### src/rtl/controller_pkg.sv
// ============================================================================
// controller_pkg : shared types and constants for the gamepad poller
// Revision 1.0 - initial release
// ============================================================================
`default_nettype none

package controller_pkg;

  typedef enum logic [2:0] {
    IDLE  = 3'd0,
    LATCH = 3'd1,
    LOW   = 3'd2,
    HIGH  = 3'd3,
    DONE  = 3'd4
  } poll_state_t;

  localparam int BUTTONS_W = 8;

  // Bit positions inside a button byte (first serial bit lands in bit 7)
  localparam int BTN_A      = 7;
  localparam int BTN_B      = 6;
  localparam int BTN_SELECT = 5;
  localparam int BTN_START  = 4;
  localparam int BTN_UP     = 3;
  localparam int BTN_DOWN   = 2;
  localparam int BTN_LEFT   = 1;
  localparam int BTN_RIGHT  = 0;

endpackage

`default_nettype wire

### src/rtl/pad_shift_in.sv
// ============================================================================
// pad_shift_in : 8-bit MSB-first deserialiser for one active-low pad line
// Revision 1.0 - initial release
// ============================================================================
`default_nettype none

module pad_shift_in
  import controller_pkg::*;
(
  input  logic                 clk_1,
  input  logic                 rst_B,
  input  logic                 sample,
  input  logic                 commit,
  input  logic                 data_in_B,
  output logic [BUTTONS_W-1:0] data_out
);

  logic [BUTTONS_W-1:0] shift_r;

  always_ff @(posedge clk_1) begin
    if (!rst_B) begin
      shift_r  <= '0;
      data_out <= '0;
    end else begin
      if (sample) shift_r <= {shift_r[BUTTONS_W-2:0], ~data_in_B};
      if (commit) data_out <= shift_r;
    end
  end

endmodule

`default_nettype wire

### src/rtl/controller_poller.sv
// ============================================================================
// controller_poller : polls two NES pads and presents atomic button bytes
// Revision 1.0 - initial release
// ============================================================================
`default_nettype none

module controller_poller
  import controller_pkg::*;
#(
  parameter int LATCH_CYCLES = 12,
  parameter int HALF_CYCLES  = 3
) (
  input  logic                 clk_1,
  input  logic                 rst_B,
  input  logic                 start,
  output logic                 busy,
  output logic                 done,
  output logic                 controller_clk,
  output logic                 controller_latch,
  input  logic                 controller_1_data_in_B,
  input  logic                 controller_2_data_in_B,
  output logic [BUTTONS_W-1:0] controller_1_data_out,
  output logic [BUTTONS_W-1:0] controller_2_data_out
);

  localparam int MAX_P = (LATCH_CYCLES > HALF_CYCLES) ? LATCH_CYCLES : HALF_CYCLES;
  localparam int CNT_W = $clog2(MAX_P) + 1;

  generate
    if (LATCH_CYCLES < 1 || HALF_CYCLES < 1) begin : g_param_check
      $error("controller_poller: LATCH_CYCLES and HALF_CYCLES must be >= 1");
    end
  endgenerate

  poll_state_t state;
  logic [CNT_W-1:0] cnt;
  logic [2:0]       bit_cnt;
  logic             latch_end;
  logic             half_end;
  logic             sample;
  logic             commit;

  assign latch_end = (cnt == CNT_W'(LATCH_CYCLES - 1));
  assign half_end  = (cnt == CNT_W'(HALF_CYCLES - 1));
  // Sample on the last low cycle, i.e. the edge that also raises controller_clk
  assign sample    = (state == LOW) && half_end;
  assign commit    = (state == HIGH) && half_end && (bit_cnt == 3'd7);

  always_ff @(posedge clk_1) begin
    if (!rst_B) begin
      state            <= IDLE;
      cnt              <= '0;
      bit_cnt          <= '0;
      busy             <= 1'b0;
      done             <= 1'b0;
      controller_clk   <= 1'b0;
      controller_latch <= 1'b0;
    end else begin
      case (state)
        IDLE: begin
          if (start) begin
            state            <= LATCH;
            busy             <= 1'b1;
            controller_latch <= 1'b1;
            cnt              <= '0;
            bit_cnt          <= '0;
          end
        end
        LATCH: begin
          if (latch_end) begin
            state            <= LOW;
            controller_latch <= 1'b0;
            cnt              <= '0;
          end else begin
            cnt <= cnt + 1'b1;
          end
        end
        LOW: begin
          if (half_end) begin
            state          <= HIGH;
            controller_clk <= 1'b1;
            cnt            <= '0;
          end else begin
            cnt <= cnt + 1'b1;
          end
        end
        HIGH: begin
          if (half_end) begin
            controller_clk <= 1'b0;
            cnt            <= '0;
            if (bit_cnt == 3'd7) begin
              state <= DONE;
              done  <= 1'b1;
            end else begin
              state   <= LOW;
              bit_cnt <= bit_cnt + 1'b1;
            end
          end else begin
            cnt <= cnt + 1'b1;
          end
        end
        DONE: begin
          state <= IDLE;
          done  <= 1'b0;
          busy  <= 1'b0;
        end
        default: begin
          state            <= IDLE;
          busy             <= 1'b0;
          done             <= 1'b0;
          controller_clk   <= 1'b0;
          controller_latch <= 1'b0;
        end
      endcase
    end
  end

  pad_shift_in u_pad1 (
    .clk_1     (clk_1),
    .rst_B     (rst_B),
    .sample    (sample),
    .commit    (commit),
    .data_in_B (controller_1_data_in_B),
    .data_out  (controller_1_data_out)
  );

  pad_shift_in u_pad2 (
    .clk_1     (clk_1),
    .rst_B     (rst_B),
    .sample    (sample),
    .commit    (commit),
    .data_in_B (controller_2_data_in_B),
    .data_out  (controller_2_data_out)
  );

endmodule

`default_nettype wire

### config.mk
export PLATFORM = sky130hd
export DESIGN_NAME = controller_poller
export DESIGN_NICKNAME = d
export VERILOG_FILES = /design/src/rtl/controller_pkg.sv /design/src/rtl/pad_shift_in.sv /design/src/rtl/controller_poller.sv
export SDC_FILE = /design/constraint.sdc
export NUM_CORES = 1
export LEC_CHECK = 0
export CELL_PAD_IN_SITES_DETAIL_PLACEMENT = 1
export CELL_PAD_IN_SITES_GLOBAL_PLACEMENT = 1
export CORE_MARGIN = 8
export CORE_UTILIZATION = 35
export DETAILED_ROUTE_END_ITERATION = 7
export HOLD_SLACK_MARGIN = 0.06
export PLACE_DENSITY_LB_ADDON = 0.05
export RECOVER_POWER = 100
export SLEW_MARGIN = 5
export SYNTH_ARGS = -nofsm -noshare
export SYNTH_HDL_FRONTEND = slang
export SYNTH_SLANG_ARGS = --single-unit
### constraint.sdc
create_clock -name clk_1 -period 3.2 [get_ports clk_1]
set_clock_uncertainty 0.2 [all_clocks]
set_input_delay 0.32 -clock clk_1 [delete_from_list [all_inputs] [get_ports clk_1]]
set_output_delay 0.32 -clock clk_1 [all_outputs]
set_load 0.05 [all_outputs]
==> impl_metrics.tcl, run 1 <==
set metrics [dict create \
    holdBufCountCts 0 \
    place.port_buffers 24 \
    tritoncts "built" \
    drv_slew 0 \
    wl_per_cell_um 13.8 \
    synth_top_area_share 0.478 \
    async_reset_ff_frac 0 \
    synth_enable_flop_cells 0 \
    ys_seq_area_frac 0.478 \
    r2r-start "cnt[0]" \
    path_cells "inv_1, ha_1, or4b_1, nor4_4, clkbuf_2, nand3_1, o21ai_0" \
    synth_area_um2 1970 \
    cts_root_buf "clkbuf_8" \
    clock.fmax_mhz 381 \
    critPathRequiredTime_ns 3.22 \
    status "finished, final reports clean" \
    setup_tns_ns 0 \
    clk_path_buf_depth 2 \
    dp_hpwl_um 2950 \
    core-area_um2 5470 \
    synth.avg_cell_area_um2 8.83 \
    cts_buffers 5 \
    cap_viol_max_count 0 \
    antenna-diode-count 0 \
    cp_max_fo 18 \
    drt-total-wl_um 4300 \
    worst_hold_path_type "in -> reg" \
    synth.most_common_cell "dfxtp_1" \
    synth-seq-cells 47 \
    yosys.area.top_type "dfxtp_1" \
    yosysUniqueCellTypes 43 \
    drtAntennaViolNets 0 \
    die_y_um 91.0 \
    syn_nets 232 \
    syn_inst 223 \
    whs_path_depth 2 \
    fin_crit_sh 0.819 \
    cp-start-kind "flip-flop" \
    crit_arrival_ns 2.65 \
    p_leak_nw 0.864 \
    htreeDepth 2 \
    power_density_nw_per_um2 483 \
    std_cell_rows 27 \
    worst_pin_slew_ns 0.873 \
    grt_pass1_wl_um 7680 \
    hp-start "rst_B" \
    post-cts-setup-buffers 0 \
    pin_count 25 \
    grt_max_degree 49 \
    firstDrtPassIters 4 \
    rsz0062_at_grt "false" \
    fillers 656 \
    globalplace.congestion 0.822 \
    hold_violations 0 \
    yosys_warnings 0 \
    grt_overflow 0 \
    p_int_w 0.000864 \
    crit_slowest_cell "or4b_1" \
    r2r-end "u_pad2.shift_r[6]" \
    nets 248 \
    start_util 0.360 \
    drt_iter0_markers 87 \
    pwr-share-comb 0.047 \
    synthTopCellsByArea "dfxtp_1, nand3_1, nand2_1" \
    synth_ff_type "dfxtp_1" \
    fin_cells 312 \
    worst-setup-path-type "reg -> reg" \
    dieArea_um2 8280 \
    reg2reg_slack_ns 0.58 \
    antenna_found_initial 0 \
    dp_cells 304 \
    clockPowerShare 0.419 \
    grt_pass1_vias 1599 \
    syn_to_final_growth_pct 17.0 \
    post-route-drc-count 0 \
    layout-drive-gt1-share 0.0667 \
    reg2regPathDepth 7 \
    vias 1625 \
    cts.sinks 47 \
    routed_via_density 5.21 \
    hold_end "cnt[3]" \
    placed_area_um2 2230 \
    synth_common_cells "dfxtp_1, nand3_1, nand2_1" \
    clk_latency_ns 0.30 \
    ir_worst_vdd_mv 0.264 \
    grt_usage 0.111 \
    period_minus_slack_ns 2.62 \
    dieWidth_um 91.0 \
    path_clk_slew_ns 0.09 \
    post-route-cell-area_um2 2300 \
    pwr-share-seq 0.534 \
    switching_share 0.223 \
    netSwitchingPower_w 0.000248 \
    critPathCaptureType "flip-flop" \
    relSlewSlack 0.410 \
    ctsResizeCount 0 \
    critPathMaxStageDelay_ns 0.58 \
    setup_viol 0 \
]
[critical path: cells and delay by family, from the launching register on]
family | cells | cell delay (ns)
DFF | 1 | 0.35
buffers and inverters | 2 | 0.48
and+or+nand+nor | 3 | 1.26
AOI/OAI and AO/OA | 1 | 0.10
adders and majority gates | 1 | 0.15
[sequential cells by signal, indices dropped and copies added (netlist names)]
register	cells
u_pad1.data_out	8
u_pad1.shift_r	8
u_pad2.data_out	8
u_pad2.shift_r	8
cnt	5
bit_cnt	3
state	3
busy	1
controller_clk	1
controller_latch	1
done	1
[kinds of logic after synthesis]
family / share of synthesized area
fa+ha+maj: 0.0254
flops: 0.478
buf+inv: 0.0598
mux: 0.0153
compound gates: 0.180
simple gates: 0.237
xor+xnor: 0.00445
[power groups by stage]
stage | clock network [W] | registers [W] | logic (W)
2_1_floorplan | 0 | 0.000612 | 0.0000320
3_3_place_gp | 0 | 0.000608 | 0.0000518
3_5_place_dp | 0 | 0.000608 | 0.0000537
4_1_cts | 0.000486 | 0.000595 | 0.0000538
5_1_grt | 0.000510 | 0.000596 | 0.0000572
6_report | 0.000466 | 0.000594 | 0.0000519
[metal layers]
metal,track usage,up-vias,part of all wire
met3,0.0370,4,0.039
met5,0,-,0
li1,-,821,-
met1,0.140,780,0.51
met4,0.0368,0,0.014
met2,0.172,20,0.44
[worst max-delay path by stage]
stage / startpoint / end / slack (ns) / cells past startpoint
global placement: cnt[0] / u_pad1.shift_r[6] / 0.80 / 7
CTS: cnt[1] / u_pad2.shift_r[6] / 0.75 / 6
detailed placement: cnt[1] / u_pad1.shift_r[7] / 0.77 / 6
global route: cnt[1] / u_pad1.shift_r[7] / 0.30 / 6
floorplan: cnt[0] / u_pad1.data_out[1] / 1.01 / 8
finish: cnt[0] / u_pad2.shift_r[6] / 0.58 / 7
[cells in the final DEF (no fill, tap or decap), types with 2 or more instances in the layout]
cell	instances
buf_4	2
nor4b_1	3
nor3_1	2
nor2_1	8
dfxtp_1	47
o21ai_0	33
nand2_1	29
dlygate4sd3_1	20
or3_1	2
a22oi_1	2
nor2b_1	4
clkbuf_8	6
a21boi_0	2
nand3_1	31
clkdlybuf4s50_1	3
inv_1	5
mux2i_1	3
nand3b_1	2
a21oi_1	6
ha_1	4
[layout make-up]
cell class	instances	area [um2]	area share
multi-input combinational	153	877	0.381
tap	72	90.1	0.0391
sequential	47	941	0.408
clock buffer	6	82.6	0.0359
timing repair buffer	27	255	0.111
clock inverter	2	38.8	0.0168
inverter	5	18.8	0.00815
[per-stage QoR]
stage          utilization  power [W]  hold WS, ns  setup slack [ns]
2_1_floorplan            -   0.000645        0.231              1.01
3_3_place_gp         0.407   0.000660        0.247             0.801
3_5_place_dp         0.407   0.000662        0.253             0.768
4_1_cts              0.429    0.00113        0.186             0.745
5_1_grt              0.421    0.00116        0.193             0.295
6_report             0.421    0.00111        0.197             0.578
Note: power is estimated with default switching activity, not from simulation.
==> run 2, diff against run 1 <==
- clock period: 3.2 -> 2.6 ns (I/O delays scaled with it)
==> impl_metrics.tcl, run 2 (synthesis gave the netlist of run 1 again) <==
set metrics [dict create \
    clk_path_buf_depth 2 \
    status "finished, final reports clean" \
    routed_via_density 5.15 \
    cts.sinks 47 \
    die_y_um 91.0 \
    cpLargestDelayFamily "simple AND/OR/NAND/NOR gates" \
    core-area_um2 5470 \
    firstDrtPassIters 4 \
    critPathCaptureType "flip-flop" \
    route.top_layer_used "met4" \
    pin_count 25 \
    grt_usage 0.114 \
    relSlewSlack 0.623 \
    grt_max_degree 60 \
    grt_pass1_vias 1653 \
    setup_viol 0 \
    tritoncts "built" \
    place.port_buffers 24 \
    dr_wl_met2_um 2050 \
    dp_hpwl_um 3080 \
    path_cells "inv_1, ha_1, or4b_4, or4_1, buf_4, nand3_1, o21ai_0" \
    layout-drive-gt1-share 0.0622 \
    start_util 0.360 \
    ctsResizeCount 0 \
    cts_buffers 5 \
    clk_latency_ns 0.29 \
    drtAntennaViolNets 0 \
    final_common_cell "dfxtp_1" \
    path_clk_slew_ns 0.08 \
    critPathMaxStageDelay_ns 0.50 \
    std_cell_rows 27 \
    cp_max_fo 32 \
    hold_violations 0 \
    htreeDepth 2 \
    drv_slew 0 \
    post-cts-setup-buffers 0 \
    antenna-diode-count 0 \
    post-route-drc-count 0 \
    clock.fmax_mhz 425 \
    globalplace.congestion 0.762 \
    vias 1611 \
    syn_to_final_growth_pct 14.8 \
    met1_length_um 2100 \
    final_cell_mix "dfxtp_1, o21ai_0, nand3_1" \
    cap_viol_max_count 0 \
    worst-setup-path-type "reg -> reg" \
    worst_pin_slew_ns 0.566 \
    fin_crit_sh 0.904 \
    worst_hold_path_type "in -> reg" \
    crit_slowest_cell "or4b_4" \
    drt_iter0_markers 59 \
    power_density_nw_per_um2 539 \
    final_core_util 0.413 \
    holdBufCountCts 0 \
    critPathRequiredTime_ns 2.56 \
    crit_arrival_ns 2.31 \
    antenna_found_initial 0 \
    p_leak_nw 0.847 \
    setup_tns_ns 0 \
    period_minus_slack_ns 2.35 \
    wl_per_cell_um 14.0 \
    dieArea_um2 8280 \
    cp-start-kind "flip-flop" \
    grt_pass1_wl_um 7900 \
    rsz0062_at_grt "false" \
    critPathBufInv 2 \
    fillers 673 \
    cts_root_buf "clkbuf_8" \
    drt-total-wl_um 4400 \
    wl_met3_um 217 \
    ir_worst_vdd_mv 0.215 \
    nets 249 \
    dieWidth_um 91.0 \
    grt_overflow 0 \
]
-- run 2: cell count changes in the layout (fill, tap and decap cells not counted), sizes merged --
| cell | change |
|---|---|
| bufinv | -1 |
| clkbuf | +1 |
| clkinv | +1 |
| clkinvlp | +1 |
| inv | -1 |
-- run 2: per-layer routing --
layer	up-vias	GRT usage
li1	818	-
met1	771	0.142
met2	20	0.182
met3	2	0.0403
met4	0	0.0327
met5	-	0
-- run 2: path summary, 6_finish.rpt --
kind                           start                  to  slack [ns]  cells past startpoint
hold reg to reg   u_pad1.data_out[4]  u_pad1.data_out[4]        0.26                      2
setup reg to reg              cnt[0]  u_pad2.data_out[0]        0.25                      7
hold / removal                 rst_B                done        0.20                      3
setup / recovery              cnt[0]  u_pad2.data_out[0]        0.25                      7
-- run 2: layout make-up --
| class | count | area, um2 | share of cell area |
|---|---|---|---|
| Timing Repair Buffer | 28 | 259 | 0.115 |
| Sequential cell | 47 | 941 | 0.416 |
| Clock buffer | 6 | 72.6 | 0.0321 |
| Multi-Input combinational cell | 153 | 866 | 0.383 |
| Tap cell | 72 | 90.1 | 0.0399 |
| Clock inverter | 2 | 12.5 | 0.00554 |
| Inverter | 5 | 18.8 | 0.00831 |
-- run 2: tightest hold or removal path, stage by stage --
cell	delay (ns)
buf_2	0.09
nand2b_1	0.16
nor2_1	0.13
-- run 2: through the flow --
step	hold slack, ns	std cells	worst slack (ns)	area (um2)	power [W]
2_1_floorplan	0.201	223	0.411	1970	0.000793
3_3_place_gp	0.240	305	0.289	2230	0.000813
3_5_place_dp	0.255	305	0.242	2230	0.000816
4_1_cts	0.188	313	0.207	2320	0.00125
5_1_grt	0.202	313	0.0647	2260	0.00128
6_report	0.197	313	0.249	2260	0.00122
-- run 2: report_power, final --
| group | switching [W] | leakage [nW] | internal, W |
|---|---|---|---|
| clock | 0.000236 | 0.0412 | 0.000188 |
| sequential | 0.00000678 | 0.379 | 0.000724 |
| combinational | 0.0000411 | 0.426 | 0.0000227 |
| total | 0.000283 | 0.847 | 0.000935 |
==> run 3, diff against run 2 <==
- CELL_PAD_IN_SITES_DETAIL_PLACEMENT: 1 -> default
- CELL_PAD_IN_SITES_GLOBAL_PLACEMENT: 1 -> default
==> impl_metrics.tcl, run 3 (synthesis gave the netlist of run 1 again) <==
set metrics [dict create \
    hold_violations 0 \
    period_minus_slack_ns 2.33 \
    critPathRequiredTime_ns 2.58 \
    ir_worst_vdd_mv 0.271 \
    final_cell_mix "dfxtp_1, o21ai_0, nand3_1" \
    layout-drive-gt1-share 0.0782 \
    vias 1553 \
    dieArea_um2 8280 \
    htreeDepth 2 \
    worst_slack_ns 0.273 \
    routed_via_density 4.93 \
    std_cell_rows 27 \
    cts_buffers 5 \
    worst_hold_path_type "in -> reg" \
    critPathCaptureType "flip-flop" \
    final_common_cell "dfxtp_1" \
    antenna-diode-count 0 \
    cp_max_fo 32 \
    relSlewSlack 0.653 \
    drt-total-wl_um 3870 \
    place.port_buffers 24 \
    place_ws_ns 0.257 \
    nets 251 \
    grt_overflow 0 \
    cp-start-kind "flip-flop" \
    grt_pass1_wl_um 6780 \
    firstDrtPassIters 4 \
    fin_crit_sh 0.895 \
    post-route-drc-count 0 \
    cts.sinks 47 \
    syn_to_final_growth_pct 16.5 \
    drtAntennaViolNets 0 \
    holdBufCountCts 0 \
    antenna_found_initial 0 \
    drt_iter0_markers 60 \
    post-cts-setup-buffers 0 \
    dieWidth_um 91.0 \
    power_density_nw_per_um2 535 \
    start_util 0.360 \
    globalplace.congestion 0.744 \
    post-route-cell-area_um2 2290 \
    grt_max_degree 49 \
    setup_tns_ns 0 \
    cap_viol_max_count 0 \
    tritoncts "built" \
    placed_area_um2 2250 \
    die_y_um 91.0 \
    clk_latency_ns 0.29 \
    dp_hpwl_um 2620 \
    drv_slew 0 \
    worst_pin_slew_ns 0.520 \
    grt_usage 0.0964 \
    crit_arrival_ns 2.30 \
    worst-setup-path-type "reg -> reg" \
    ctsResizeCount 0 \
    clock.fmax_mhz 430 \
    p_leak_nw 0.858 \
    status "finished, final reports clean" \
    setup_viol 0 \
    clk_path_buf_depth 2 \
    core-area_um2 5470 \
    path_clk_slew_ns 0.09 \
    pin_count 25 \
    wl_per_cell_um 12.3 \
    rsz0062_at_grt "false" \
    grt_pass1_vias 1432 \
    cts_root_buf "clkbuf_8" \
]
## run 3: power by group
| part | switching, W | internal, W |
|---|---|---|
| Combinational | 0.0000407 | 0.0000228 |
| Sequential | 0.00000679 | 0.000724 |
| Clock | 0.000244 | 0.000187 |
## run 3: path summary, 6_finish.rpt
path | start | endpoint | slack, ns | depth (start not counted)
worst max-delay path | cnt[0] | u_pad1.data_out[4] | 0.27 | 7
worst min-delay path | rst_B | cnt[4] | 0.13 | 3
worst max register to register | cnt[0] | u_pad1.data_out[4] | 0.27 | 7
worst min register to register | busy | busy | 0.26 | 2
## run 3: routing by layer
layer  GRT usage  up-vias  part of all wire
li1            -      831                 -
met1       0.137      686              0.55
met2       0.130       31              0.39
met3      0.0370        5             0.054
met4      0.0286        0            0.0098
met5           0        -                 0
## run 3: stage by stage
stage	cells	power, W	hold WS [ns]	utilization
floorplan	223	0.000793	0.201	-
global placement	307	0.000815	0.245	0.411
detailed placement	307	0.000814	0.248	0.411
CTS	315	0.00125	0.125	0.427
global route	315	0.00129	0.133	0.419
finish	315	0.00123	0.128	0.419
## run 3: worst max-delay path, stage by stage, from the launching register on
cell	delay, ns
dfxtp_1	0.35
inv_1	0.07
ha_1	0.15
or4b_4	0.51
or4_1	0.49
buf_4	0.24
nand3_1	0.11
o21ai_0	0.08
## run 3: layout make-up
cell class / instances / area (um2)
timing repair buffer: 30 / 274
multi-input combinational: 153 / 881
fill: 608 / 3180
clock inverter: 3 / 20.0
inverter: 5 / 18.8
sequential: 47 / 941
clock buffer: 5 / 68.8
tap: 72 / 90.1
